**src/rtl/fft8_frame_loader.sv**
```systemverilog
// fft8_frame_loader: assembles serial samples into 8-sample frames in a ping-pong
// double buffer and presents each complete frame in parallel to the 8-point FFT.
//
// Ports:
//   clk, rst            clock and asynchronous active-high reset
//   s_data/s_valid/s_sof/s_ready  serial sample input with start-of-frame marker
//   a0..a7              frame samples 0..7 (a0 = first sample) to FFT inputs A0..A7
//   m_valid/m_ready     frame output handshake
//   drop_pulse          one-cycle pulse when a partial frame is discarded by resync
//   drop_cnt            saturating count of discarded partial frames
//
// Build option: define FFT8_IN_PRESCALE_EN to store every sample arithmetically
// shifted right by 3, pre-compensating the FFT's 8x worst-case growth.
module fft8_frame_loader #(
   parameter int DW    = 32,
   parameter int CNT_W = 8
) (
   input  logic             clk,
   input  logic             rst,
   input  logic [DW-1:0]    s_data,
   input  logic             s_valid,
   input  logic             s_sof,
   output logic             s_ready,
   output logic [DW-1:0]    a0,
   output logic [DW-1:0]    a1,
   output logic [DW-1:0]    a2,
   output logic [DW-1:0]    a3,
   output logic [DW-1:0]    a4,
   output logic [DW-1:0]    a5,
   output logic [DW-1:0]    a6,
   output logic [DW-1:0]    a7,
   output logic             m_valid,
   input  logic             m_ready,
   output logic             drop_pulse,
   output logic [CNT_W-1:0] drop_cnt
);
   logic [DW-1:0] bank [2][8];
   logic [1:0]    full;
   logic          wr_bank;
   logic          rd_bank;
   logic [2:0]    wr_idx;
   logic          accept;
   logic          resync;
   logic          done;
   logic          rel;
   logic [1:0]    full_set;
   logic [1:0]    full_clr;
   logic [DW-1:0] sample;

   // both handshakes look only at registered flags, so m_ready never reaches s_ready
   assign s_ready  = !full[wr_bank];
   assign m_valid  = full[rd_bank];
   assign accept   = s_valid && s_ready;
   assign rel      = m_valid && m_ready;
   // a start marker in the middle of a frame restarts the frame at index 0
   assign resync   = accept && s_sof && (wr_idx != 3'd0);
   assign done     = accept && !resync && (wr_idx == 3'd7);
   // completion only targets a clear bank and release only a full one, so set and
   // clear never collide on the same flag
   assign full_set = done ? (2'b01 << wr_bank) : 2'b00;
   assign full_clr = rel ? (2'b01 << rd_bank) : 2'b00;

`ifdef FFT8_IN_PRESCALE_EN
   assign sample = $signed(s_data) >>> 3;
`else
   assign sample = s_data;
`endif

   // outputs come straight from bank registers, never from s_data
   assign a0 = bank[rd_bank][0];
   assign a1 = bank[rd_bank][1];
   assign a2 = bank[rd_bank][2];
   assign a3 = bank[rd_bank][3];
   assign a4 = bank[rd_bank][4];
   assign a5 = bank[rd_bank][5];
   assign a6 = bank[rd_bank][6];
   assign a7 = bank[rd_bank][7];

   always_ff @(posedge clk or posedge rst) begin
      if (rst) begin
         for (int b = 0; b < 2; b++)
            for (int i = 0; i < 8; i++)
               bank[b][i] <= '0;
         full       <= 2'b00;
         wr_bank    <= 1'b0;
         rd_bank    <= 1'b0;
         wr_idx     <= 3'd0;
         drop_pulse <= 1'b0;
         drop_cnt   <= '0;
      end else begin
         if (accept) begin
            bank[wr_bank][resync ? 3'd0 : wr_idx] <= sample;
            // index 7 + 1 wraps to 0, starting the next frame
            wr_idx <= resync ? 3'd1 : wr_idx + 3'd1;
         end
         if (done) wr_bank <= !wr_bank;
         if (rel) rd_bank <= !rd_bank;
         full       <= (full & ~full_clr) | full_set;
         drop_pulse <= resync;
         if (resync && (drop_cnt != {CNT_W{1'b1}})) drop_cnt <= drop_cnt + 1'b1;
      end
   end
endmodule

```
**config.mk**
```make
export PLATFORM = sky130hd
export DESIGN_NAME = fft8_frame_loader
export DESIGN_NICKNAME = d
export VERILOG_FILES = /design/src/rtl/fft8_frame_loader.sv
export SDC_FILE = /design/constraint.sdc
export NUM_CORES = 1
export LEC_CHECK = 0
export BUFFER_PORTS_ARGS = -buffer_cell sky130_fd_sc_hd__buf_2
export CAP_MARGIN = 10
export CORE_ASPECT_RATIO = 1.25
export CORE_MARGIN = 2
export CORE_UTILIZATION = 50
export CTS_BUF_LIST = sky130_fd_sc_hd__clkbuf_4 sky130_fd_sc_hd__clkbuf_8 sky130_fd_sc_hd__clkbuf_16
export DETAILED_ROUTE_END_ITERATION = 10
export GPL_ROUTABILITY_DRIVEN = 0
export PLACE_DENSITY = 0.8
export SYNTH_ARGS = -nofsm -noshare
export SYNTH_HDL_FRONTEND = slang
export SYNTH_SLANG_ARGS = --single-unit
```
**constraint.sdc**
```tcl
create_clock -name clk -period 19.5 [get_ports clk]
set_input_delay 0.975 -clock clk [delete_from_list [all_inputs] [get_ports clk]]
set_output_delay 0.975 -clock clk [all_outputs]
set_load 0.02 [all_outputs]
```
---- Yosys cells after proc, flatten, opt, wreduce, memory -nomap -nowiden ----
Index checks and enable logic that the tools add are counted.
storage, ports and cells
  input bits .............................. 37
  bits in registers ....................... 528
  output and inout port bits .............. 267
  word-level logic and storage cells ...... 71
operators by class
  reductions and logical operators ........ 14
  $add $sub $neg .......................... 2
  magnitude comparators ................... 7
  bitwise gates (word level) .............. 6
  equal/unequal tests ..................... 2
  shift operators ......................... 2
  multiplexer cells ....................... 16
operators by type and width
  operator             count
  $mux 256             4
  $bwmux 512           1
  $demux 256 s1        1
  $demux 32 s3         1
  $mux 32              1
  $logic_and 1x1->1    9
  $add 8x1->8 const B  1
  $ne 8x8->1 const B   1
  $mux 3               2
  $ge 2x2->1 const B   2
  $ge 4x4->1 const B   1
  $logic_not 1->1      4
  $lt 1x2->1 const B   2
  $lt 4x1->1 const B   1
  $mux 1               4
  $mux 2               2
  $not 1->2            2
  $not 3->4            1
  $shl 1x1->2 const A  2
  $add 3x1->3 const B  1
  $eq 3x3->1 const B   1
  $reduce_bool 3->1    1
  $and 2x2->2          1
  $lt 2x1->1 const B   1
  2 further kinds      2

---- Depth between registers and ports, before layout ----
Gate-level depths: netlist (run 1).
  depth in word-level cells ............... 15
  gate-level depth with buffers ........... 8
  mapped depth without buffers ............ 7

---- Worst setup path before layout (run 1) ----
Ideal clock, no wire load.
  kind .................................... reg2out
  from .................................... reg rd_bank
  to ...................................... out a0[0]
  stages on the path, launching flop included .. 5
  setup slack ............................. 16.929 ns
  data arrival time ....................... 1.596 ns
  path through ............................ dfrtp_1 clkbuf_1 clkbuf_1 clkbuf_1 mux2_2
on the way
  word-level cells in the longest chain between the ends .. 4
ends and longest elaborated chain
  element                          RTL line  text
  start: declaration               40        logic rd_bank;
  start signal: assignment         97        if (rel) rd_bank <= !rd_bank;
  $not 1->2 (implied by the code)  70        assign a0 = bank[rd_bank][0];
  $mux 256 (3 in a row)            -
  end: declaration                 24        output logic [DW-1:0] a0,
Every way passes these cells. The select of a mux whose other input is x is not followed.

---- Worst setup path after layout (run 1) ----
  from .................................... reg rd_bank
  to ...................................... out a7[12]
on the way
  word-level cells in the longest chain between the ends .. 4
ends and longest elaborated chain
  element                                      RTL line  text
  $not 1->2 (implied by the code)              77        assign a7 = bank[rd_bank][7];
  $mux 256 (implied by the code) (3 in a row)  77
  end: declaration                             31        output logic [DW-1:0] a7,
Every way passes these cells. The select of a mux whose other input is x is not followed.

==> results of run 1 <==
worst paths after layout:
kind / startpoint / endpoint / slack (ns) / cells after the start
worst max-delay path: rd_bank$_DFFE_PP0N_ / a7[12] / 14.69 / 4
min in group asynchronous: rst / bank[15]$_DFFE_PP0P_ / 0.51 / 2
max in group asynchronous: rst / bank[0]$_DFFE_PP0P_ / 16.61 / 4
worst max register to register: wr_idx[0]$_DFFE_PP0P_ / bank[438]$_DFFE_PP0P_ / 16.18 / 8
worst min-delay path: bank[193]$_DFFE_PP0P_ / bank[193]$_DFFE_PP0P_ / 0.48 / 1
worst min register to register: bank[193]$_DFFE_PP0P_ / bank[193]$_DFFE_PP0P_ / 0.48 / 1
sequential cells by signal, indices dropped and copies added (netlist names):
name / cells
rd_bank: 1
drop_pulse: 1
wr_idx: 3
drop_cnt: 8
bank: 512
full: 2
wr_bank: 1
metal layers:
layer  wire length [µm]  share of wire  vias up  GRT usage
met1              22200           0.40     6893      0.273
met3               2890          0.051      129     0.0581
met2              28500           0.51      316      0.413
met4               2550          0.045        2      0.107
met5                  7        0.00012        -          0
li1                   -              -     5869          -
final cells by class:
cell class / count / area (µm²)
clock buffers: 79 / 1570
diodes: 1 / 2.50
well taps: 585 / 732
flip-flops and latches: 528 / 13200
repair buffers: 324 / 1690
clock inverters: 17 / 249
multi-input cells: 843 / 9280
inverters: 6 / 32.5
fillers: 3535 / 19200
per-stage QoR:
| stage | setup WS, ns | cell area [µm²] |
|---|---|---|
| floorplan | 3.77 | 23100 |
| global placement | 15.47 | 24900 |
| detailed placement | 15.34 | 24900 |
| CTS | 14.69 | 26800 |
| global route | 14.53 | 26800 |
| finish | 14.69 | 26800 |
report_power, final:
| group | switching (µW) | internal [µW] | total (µW) |
|---|---|---|---|
| clock | 422 | 624 | 1050 |
| combinational | 957 | 860 | 1820 |
| sequential | 273 | 1540 | 1810 |
cells in the mapped netlist:
cell type	n	area, µm²
a21oi_2	1	8.76
nor4_1	2	12.5
inv_1	5	18.8
nor4b_1	2	17.5
buf_6	21	236
a21oi_1	2	10.0
o21ai_0	5	25.0
a31oi_1	1	6.26
xor2_1	7	61.3
and3b_1	1	8.76
nor3_1	1	5.00
nand3_1	7	35.0
nor3b_1	1	7.51
nor4b_2	1	15.0
a21o_1	1	7.51
and4_1	2	17.5
ha_1	4	50.1
buf_2	24	120
mux2i_4	1	22.5
mux2_2	748	8420
nor3_4	6	97.6
xnor2_1	1	8.76
mux2_1	22	248
nand4_1	1	6.26
buf_4	4	30.0
nand4_4	1	21.3
nor2_1	6	22.5
nand2b_1	4	25.0
inv_4	1	6.26
a32o_1	1	10.0
nand2_1	14	52.6
clkbuf_1	63	236
dfrtp_1	528	13200
logic make-up after synthesis:
kind of cell             Yosys count
flip-flops                       528
AO/OA/AOI/OAI                     11
buffers and inverters            118
AND/OR/NAND/NOR                   49
XOR/XNOR                           8
adder cells (fa/ha/maj)            4
multiplexers                     771
cell usage in the layout, fill, tap and decap left out, drive strengths merged:
cell | synthesis | layout
mux2 | 770 | 770
dfrtp | 528 | 528
buf | 49 | 324
clkbuf | 63 | 79
nand2 | 14 | 14
inv | 6 | 9
clkinv | 0 | 8
xor2 | 7 | 7
nor3 | 7 | 7
nand3 | 7 | 7
nor2 | 6 | 6
o21ai | 5 | 5
bufinv | 0 | 5
ha | 4 | 4
nand2b | 4 | 4
nor4b | 3 | 3
a21oi | 3 | 3
and4 | 2 | 2
nor4 | 2 | 2
nand4 | 2 | 2
diode | 0 | 1
and3b | 1 | 1
mux2i | 1 | 1
nor3b | 1 | 1
a21o | 1 | 1
a32o | 1 | 1
a31oi | 1 | 1
xnor2 | 1 | 1
clkinvlp | 0 | 1
==> impl_metrics.csv, run 1 <==
group,metric,value,unit
sta,fin_crit,4.81,ns
detailed_routing,firstDrtPassIters,4,
global_routing,grt_first_pass_wirelength,85.4,mm
sta,finalHoldViolCount,0,
clock_tree,cts_tree,"done",
clock_tree,cts_buffer_depth,3,
setup_path,crit_family,"buffers and inverters",
synthesis,muxShareOfSynthArea,0.377,
floorplan,fp.dieArea,0.0479,mm²
detailed_routing,avgViaCountPerCell,5.54,
cells_and_area,area_delta_synth_final,15.9,%
sta,fin_skew,0.0139,ns
clock_tree,numCtsBuffers,52,
detailed_routing,vias,13200,
synthesis,syn_nets,1530,
synthesis,ys_seq_elements,528,
cells_and_area,instances_no_fill,2383,
synthesis,synth_compound_area_frac,0.00293,
synthesis,netlist_area,0.0231,mm²
setup_path,cp-end-kind,"output pin",
setup_path,start_kind,"flip-flop",
detailed_routing,wl_per_cell,23.5,µm
cells_and_area,fin_nets,1796,
clock_tree,cts-root-buf,"clkbuf_16",
outcome,status,"finished, final reports clean",
power_and_ir_drop,irDropWorstVdd,0.111,mV
synthesis,yosysWarnings,0,
place,place_hpwl,36.6,mm
global_routing,grt_pass1_vias,14500,
setup_path,slowest_stage,"buf_4",
floorplan,die_w,196,µm
global_routing,track_usage,0.236,
sta,drv_slew,0,
synthesis,ys_seq_area_frac,0.572,
floorplan,num_io_pins,304,
sta,clock.fmax,0.208,GHz
setup_path,path_cells,"buf_4 > buf_4 > mux2_2 > buf_2",
setup_path,crit_arrival,3.83,ns
synthesis,synth_adder_area_share,0.00217,
cells_and_area,drive_above_1_share,0.662,
min_path,min_path_type,"flip-flop to flip-flop",
synthesis,synth_cells,1489,
synthesis,synth_top_family_by_area,"multiplexers",
power_and_ir_drop,total_power,4670,µW
sta,relSlewSlack,0.200,
floorplan,initial_utilization,0.503,
sta,final-setup-viol-count,0,
synthesis,synth_cell_types,33,
detailed_routing,drtIter0Drc,481,
floorplan,die_h,244,µm
clock_tree,clk_pin_slew,0.06,ns
floorplan,core_area,0.0459,mm²
sta,period_share,0.247,
setup_path,slowest_delay,0.86,ns
run,maxCapViolCount,0,
power_and_ir_drop,leakagePower,0.0133,µW
setup_path,cpMostUsedCell,"buf_4",
cells_and_area,utilization,0.583,
global_routing,grt_start_max_net_pins,184,
detailed_routing,detail-route-antenna-nets,0,
synthesis,synth_area_per_cell,15.5,µm²
global_routing,antenna_found_initial,2,
place,io_buffers,303,
clock_tree,cts_hold_buf,0,
global_routing,grt-ovfl-total,0,
floorplan,rows,88,
setup_path,required,18.53,ns
power_and_ir_drop,power.density,175,mW/mm²
setup_path,path_buf_inv,3,
clock_tree,cts_resized,0,
setup_path,path_class,"flip-flop to output pin",
place,dp_cells,2286,
sta,whs,0.481,ns
synthesis,synthSimpleGateAreaFrac,0.0149,
sta,rsz0062_at_grt,"no",
synthesis,synth_xor_area_frac,0.00304,
clock_tree,cts_sinks,528,
sta,tns,0,ns
clock_tree,clkLatencyLatePin,0.61,ns
clock_tree,post_cts.repair.setup_buffers,0,
detailed_routing,routed_wl,56.1,mm
clock_tree,cts_max_level,2,
sta,worst-slew-pin-transition,1.20,ns
detailed_routing,drc,0,
setup_path,critPathMaxFanout,81,
Power figures use the tool's default switching activity.
==> inputs of run 2 (changes only) <==
--- a/config.mk
+++ b/config.mk
@@ -13,7 +13,7 @@
 export CTS_BUF_LIST = sky130_fd_sc_hd__clkbuf_4 sky130_fd_sc_hd__clkbuf_8 sky130_fd_sc_hd__clkbuf_16
 export DETAILED_ROUTE_END_ITERATION = 10
 export GPL_ROUTABILITY_DRIVEN = 0
-export PLACE_DENSITY = 0.8
+export PLACE_DENSITY = 0.82
 export SYNTH_ARGS = -nofsm -noshare
 export SYNTH_HDL_FRONTEND = slang
 export SYNTH_SLANG_ARGS = --single-unit
==> constraint.sdc (replaced) <==
create_clock -name clk -period 4.4 [get_ports clk]
set_input_delay 0.22 -clock clk [delete_from_list [all_inputs] [get_ports clk]]
set_output_delay 0.22 -clock clk [all_outputs]
set_load 0.02 [all_outputs]
==> impl_metrics.csv, run 2 (synthesis results as in run 1) <==
group,metric,value,unit
sta,final-setup-viol-count,0,
power_and_ir_drop,power.density,771,mW/mm²
detailed_routing,drc,0,
floorplan,initial_utilization,0.503,
clock_tree,clk_pin_slew,0.06,ns
detailed_routing,firstDrtPassIters,4,
setup_path,required,4.18,ns
clock_tree,cts_max_level,2,
cells_and_area,regMostFlops,"bank",
cells_and_area,drive_above_1_share,0.662,
floorplan,die_h,244,µm
sta,finalHoldViolCount,0,
detailed_routing,wl_per_cell,23.2,µm
detailed_routing,drtIter0Drc,564,
clock_tree,cts_resized,0,
floorplan,die_w,196,µm
place,io_buffers,303,
cells_and_area,largestRegisters,"bank: 512 flops, drop_cnt: 8 flops, wr_idx: 3 flops",
floorplan,rows,88,
cells_and_area,layout_common_cells,"748 x mux2_2, 527 x dfrtp_1, 303 x buf_2",
outcome,status,"finished, final reports clean",
clock_tree,cts_buffer_depth,3,
place,pre_cts_slack,1.51,ns
sta,relSlewSlack,0.271,
clock_tree,clkLatencyLatePin,0.60,ns
setup_path,crit_arrival,2.83,ns
cells_and_area,layout_commonest_cell,"mux2_2",
setup_path,start_kind,"flip-flop",
setup_path,path_class,"flip-flop to output pin",
clock_tree,post_cts.repair.setup_buffers,0,
sta,whs,0.0506,ns
sta,period_share,0.693,
place,dp_cells,2293,
detailed_routing,avgViaCountPerCell,5.57,
clock_tree,numCtsBuffers,50,
cells_and_area,diodes,0,
detailed_routing,routed_wl,55.5,mm
global_routing,antenna_found_initial,1,
power_and_ir_drop,irDropWorstVdd,0.704,mV
detailed_routing,vias,13300,
run,maxCapViolCount,0,
global_routing,grt_start_max_net_pins,151,
setup_path,path_cells,"buf_4 > mux2_2 > buf_2",
floorplan,num_io_pins,304,
power_and_ir_drop,total_power,20800,µW
setup_path,slowest_delay,1.13,ns
floorplan,fp.dieArea,0.0479,mm²
clock_tree,cts_sinks,528,
setup_path,slowest_stage,"dfrtp_4",
sta,drv_slew,0,
cells_and_area,fin_nets,1805,
sta,worst-slew-pin-transition,1.09,ns
sta,clock.fmax,0.328,GHz
sta,tns,0,ns
global_routing,track_usage,0.233,
global_routing,grt_pass1_vias,14500,
global_routing,grt_first_pass_wirelength,85.2,mm
sta,rsz0062_at_grt,"no",
clock_tree,cts-root-buf,"clkbuf_16",
setup_path,cp-end-kind,"output pin",
cells_and_area,largest_reg_flops,512,
cells_and_area,instances_no_fill,2390,
detailed_routing,detail-route-antenna-nets,0,
global_routing,grt-ovfl-total,0,
min_path,min_path_type,"input port to flip-flop",
power_and_ir_drop,leakagePower,0.0133,µW
setup_path,critPathMaxFanout,71,
sta,fin_skew,0.0210,ns
place,place_hpwl,35.6,mm
sta,finalWorstSetupSlack,1.35,ns
sta,fin_crit,3.05,ns
clock_tree,cts_tree,"done",
floorplan,core_area,0.0459,mm²
cells_and_area,area_delta_synth_final,16.6,%
==> run 2: layer usage <==
metal,wire length [µm],GRT usage,vias to the layer above
met3,3200,0.0501,93
met4,1860,0.0860,2
met5,13,0,-
li1,-,-,5856
met2,28100,0.404,308
met1,22300,0.288,7043
==> run 2: final cells by class <==
cell class | count | area, µm²
sequential | 528 | 13200
multi-input combinational | 843 | 9280
clock buffer | 74 | 1510
tap | 585 | 732
timing repair buffer | 335 | 1870
clock inverter | 19 | 275
fill | 3490 | 19000
inverter | 6 | 28.8
==> run 2: repair_timing <==
item	in CTS	in global routing
endpoints found under the setup margin	0	0
endpoints found under the hold margin	31	0
hold buffers	3	0
==> run 2: where the power goes <==
part	leakage, µW	total, µW	internal (µW)	switching [µW]
logic	0.00553	8280	3880	4400
registers	0.00688	7890	6800	1080
clock network	0.000900	4590	2700	1890
total	0.0133	20800	13400	7380
==> run 2: through the flow <==
| stage | instance area (µm²) | util |
|---|---|---|
| 3_5_place_dp | 25100 | 0.546 |
| 6_report | 26900 | 0.586 |
| 5_1_grt | 26900 | 0.586 |
| 3_3_place_gp | 25100 | 0.546 |
| 2_1_floorplan | 23100 | - |
| 4_1_cts | 26900 | 0.586 |
==> run 2: worst paths after layout <==
path	start	end	slack (ns)	depth (start not counted)
worst max-delay path	rd_bank$_DFFE_PP0N_	a2[27]	1.35	3
worst min-delay path	s_sof	wr_idx[0]$_DFFE_PP0P_	0.05	3
worst max register to register	wr_idx[0]$_DFFE_PP0P_	bank[141]$_DFFE_PP0P_	1.66	8
worst min register to register	bank[188]$_DFFE_PP0P_	bank[188]$_DFFE_PP0P_	0.49	1
max in group asynchronous	rst	bank[18]$_DFFE_PP0P_	2.73	4
min in group asynchronous	rst	bank[103]$_DFFE_PP0P_	0.36	3
==> run 2: critical path: cells and delay by family (launching register included) <==
family / cells / cell delay, ns
buffers and inverters: 2 / 0.68
DFF: 1 / 1.13
muxes: 1 / 0.40
==> inputs of run 3 (changes only) <==
--- a/config.mk
+++ b/config.mk
@@ -13,7 +13,7 @@
 export CTS_BUF_LIST = sky130_fd_sc_hd__clkbuf_4 sky130_fd_sc_hd__clkbuf_8 sky130_fd_sc_hd__clkbuf_16
 export DETAILED_ROUTE_END_ITERATION = 10
 export GPL_ROUTABILITY_DRIVEN = 0
-export PLACE_DENSITY = 0.82
+export PLACE_DENSITY = 0.8
 export SYNTH_ARGS = -nofsm -noshare
 export SYNTH_HDL_FRONTEND = slang
 export SYNTH_SLANG_ARGS = --single-unit
==> constraint.sdc (replaced) <==
create_clock -name clk -period 3.1 [get_ports clk]
set_input_delay 0.155 -clock clk [delete_from_list [all_inputs] [get_ports clk]]
set_output_delay 0.155 -clock clk [all_outputs]
set_load 0.02 [all_outputs]
==> impl_metrics.csv, run 3 (synthesis results as in run 1) <==
group,metric,value,unit
global_routing,track_usage,0.242,
sta,drv_slew,0,
sta,period_share,0.812,
place,placed_cell_area,0.0253,mm²
cells_and_area,layout_commonest_cell,"mux2_2",
global_routing,grt_first_pass_wirelength,88.5,mm
floorplan,die_h,244,µm
clock_tree,cts_buffer_depth,3,
cells_and_area,instances_no_fill,2418,
place,place_hpwl,36.4,mm
floorplan,initial_utilization,0.503,
power_and_ir_drop,irDropWorstVdd,0.874,mV
sta,final-setup-viol-count,0,
clock_tree,numCtsBuffers,51,
clock_tree,cts_resized,0,
sta,finalWorstSetupSlack,0.582,ns
clock_tree,cts_hold_buf,12,
clock_tree,cts_tree,"done",
min_path,min_path_type,"input port to flip-flop",
setup_path,critPathMaxFanout,18,
detailed_routing,wl_per_cell,23.6,µm
cells_and_area,area_delta_synth_final,18.1,%
sta,clock.fmax,0.397,GHz
outcome,status,"finished, final reports clean",
sta,fin_crit,2.52,ns
cells_and_area,fin_nets,1833,
detailed_routing,vias,13400,
floorplan,fp.dieArea,0.0479,mm²
floorplan,rows,88,
cells_and_area,largestRegisters,"bank: 512 flops, drop_cnt: 8 flops, wr_idx: 3 flops",
sta,finalHoldViolCount,0,
cells_and_area,layout_common_cells,"748 x mux2_2, 527 x dfrtp_1, 303 x buf_2",
detailed_routing,avgViaCountPerCell,5.54,
cells_and_area,drive_above_1_share,0.662,
clock_tree,cts_sinks,528,
min_path,worstHoldStart,"s_data[25]",
setup_path,required,3.58,ns
detailed_routing,drtIter0Drc,504,
place,io_buffers,303,
global_routing,antenna_found_initial,0,
cells_and_area,fillers,3478,
power_and_ir_drop,power.density,1090,mW/mm²
setup_path,r2r-start,"wr_bank$_DFFE_PP0N_",
sta,fin_skew,0.0110,ns
detailed_routing,drc,0,
clock_tree,clkLatencyLatePin,0.60,ns
sta,relSlewSlack,0.519,
clock_tree,post_cts.repair.setup_buffers,0,
sta,worst-slew-pin-transition,0.721,ns
clock_tree,cts_max_level,2,
floorplan,num_io_pins,304,
cells_and_area,regMostFlops,"bank",
setup_path,cp-end-kind,"flip-flop",
setup_path,start_kind,"flip-flop",
run,maxCapViolCount,0,
power_and_ir_drop,total_power,29800,µW
place,pre_cts_slack,0.549,ns
cells_and_area,diodes,0,
clock_tree,cts-root-buf,"clkbuf_16",
global_routing,grt_pass1_vias,14700,
power_and_ir_drop,leakagePower,0.0135,µW
detailed_routing,detail-route-antenna-nets,0,
clock_tree,clk_pin_slew,0.06,ns
sta,rsz0062_at_grt,"no",
setup_path,crit_start,"wr_bank$_DFFE_PP0N_",
detailed_routing,firstDrtPassIters,4,
setup_path,path_class,"flip-flop to flip-flop",
global_routing,grt-ovfl-total,0,
detailed_routing,routed_wl,57.1,mm
setup_path,crit_arrival,3.00,ns
cells_and_area,largest_reg_flops,512,
cells_and_area,finish.instance_area,0.0273,mm²
floorplan,core_area,0.0459,mm²
floorplan,die_w,196,µm
place,dp_cells,2312,
global_routing,grt_start_max_net_pins,97,
run 3: power breakdown:
group / leakage, µW / total, µW / switching, µW / internal [µW]
registers: 0.00688 / 11100 / 1400 / 9660
clock network: 0.000929 / 6790 / 2660 / 4130
logic: 0.00567 / 11900 / 6390 / 5510
run 3: path summary, 6_finish.rpt:
check | to | slack (ns) | cells after the start
min | bank[185]$_DFFE_PP0P_ | 0.02 | 2
max reg2reg | bank[345]$_DFFE_PP0P_ | 0.58 | 4
min reg2reg | bank[186]$_DFFE_PP0P_ | 0.48 | 1
min in group asynchronous | bank[288]$_DFFE_PP0P_ | 0.24 | 3
max in group asynchronous | bank[44]$_DFFE_PP0P_ | 1.85 | 5
max | bank[345]$_DFFE_PP0P_ | 0.58 | 4
run 3: stage by stage:
step	util	hold slack (ns)	TNS (ns)
after floorplan	-	0.262	-2234.03
after global placement	0.550	0.303	0
after detailed placement	0.550	0.309	0
after CTS	0.594	0.000279	0
after global routing	0.594	0.0317	0
final	0.594	0.0220	0
run 3: routing by layer:
layer | global-route usage | share of wire | wire [µm]
met1 | 0.300 | 0.41 | 23300
met2 | 0.418 | 0.50 | 28800
met3 | 0.0538 | 0.052 | 2990
met4 | 0.0876 | 0.035 | 1990
met5 | 0 | 0 | 0
run 3: area by class of cell:
type | instances | area [µm²] | area share
Sequential cell | 528 | 13200 | 0.485
Multi-Input combinational cell | 843 | 9280 | 0.340
Timing Repair Buffer | 362 | 2140 | 0.0785
Clock buffer | 75 | 1540 | 0.0566
Tap cell | 585 | 732 | 0.0269
Clock inverter | 19 | 322 | 0.0118
Inverter | 6 | 28.8 | 0.00106
run 3: worst max-delay path: stages, from the launching register on:
cell,delay [ns]
dfrtp_1,0.49
nor4b_2,0.61
nand3_2,0.55
buf_4,0.45
mux2_2,0.31
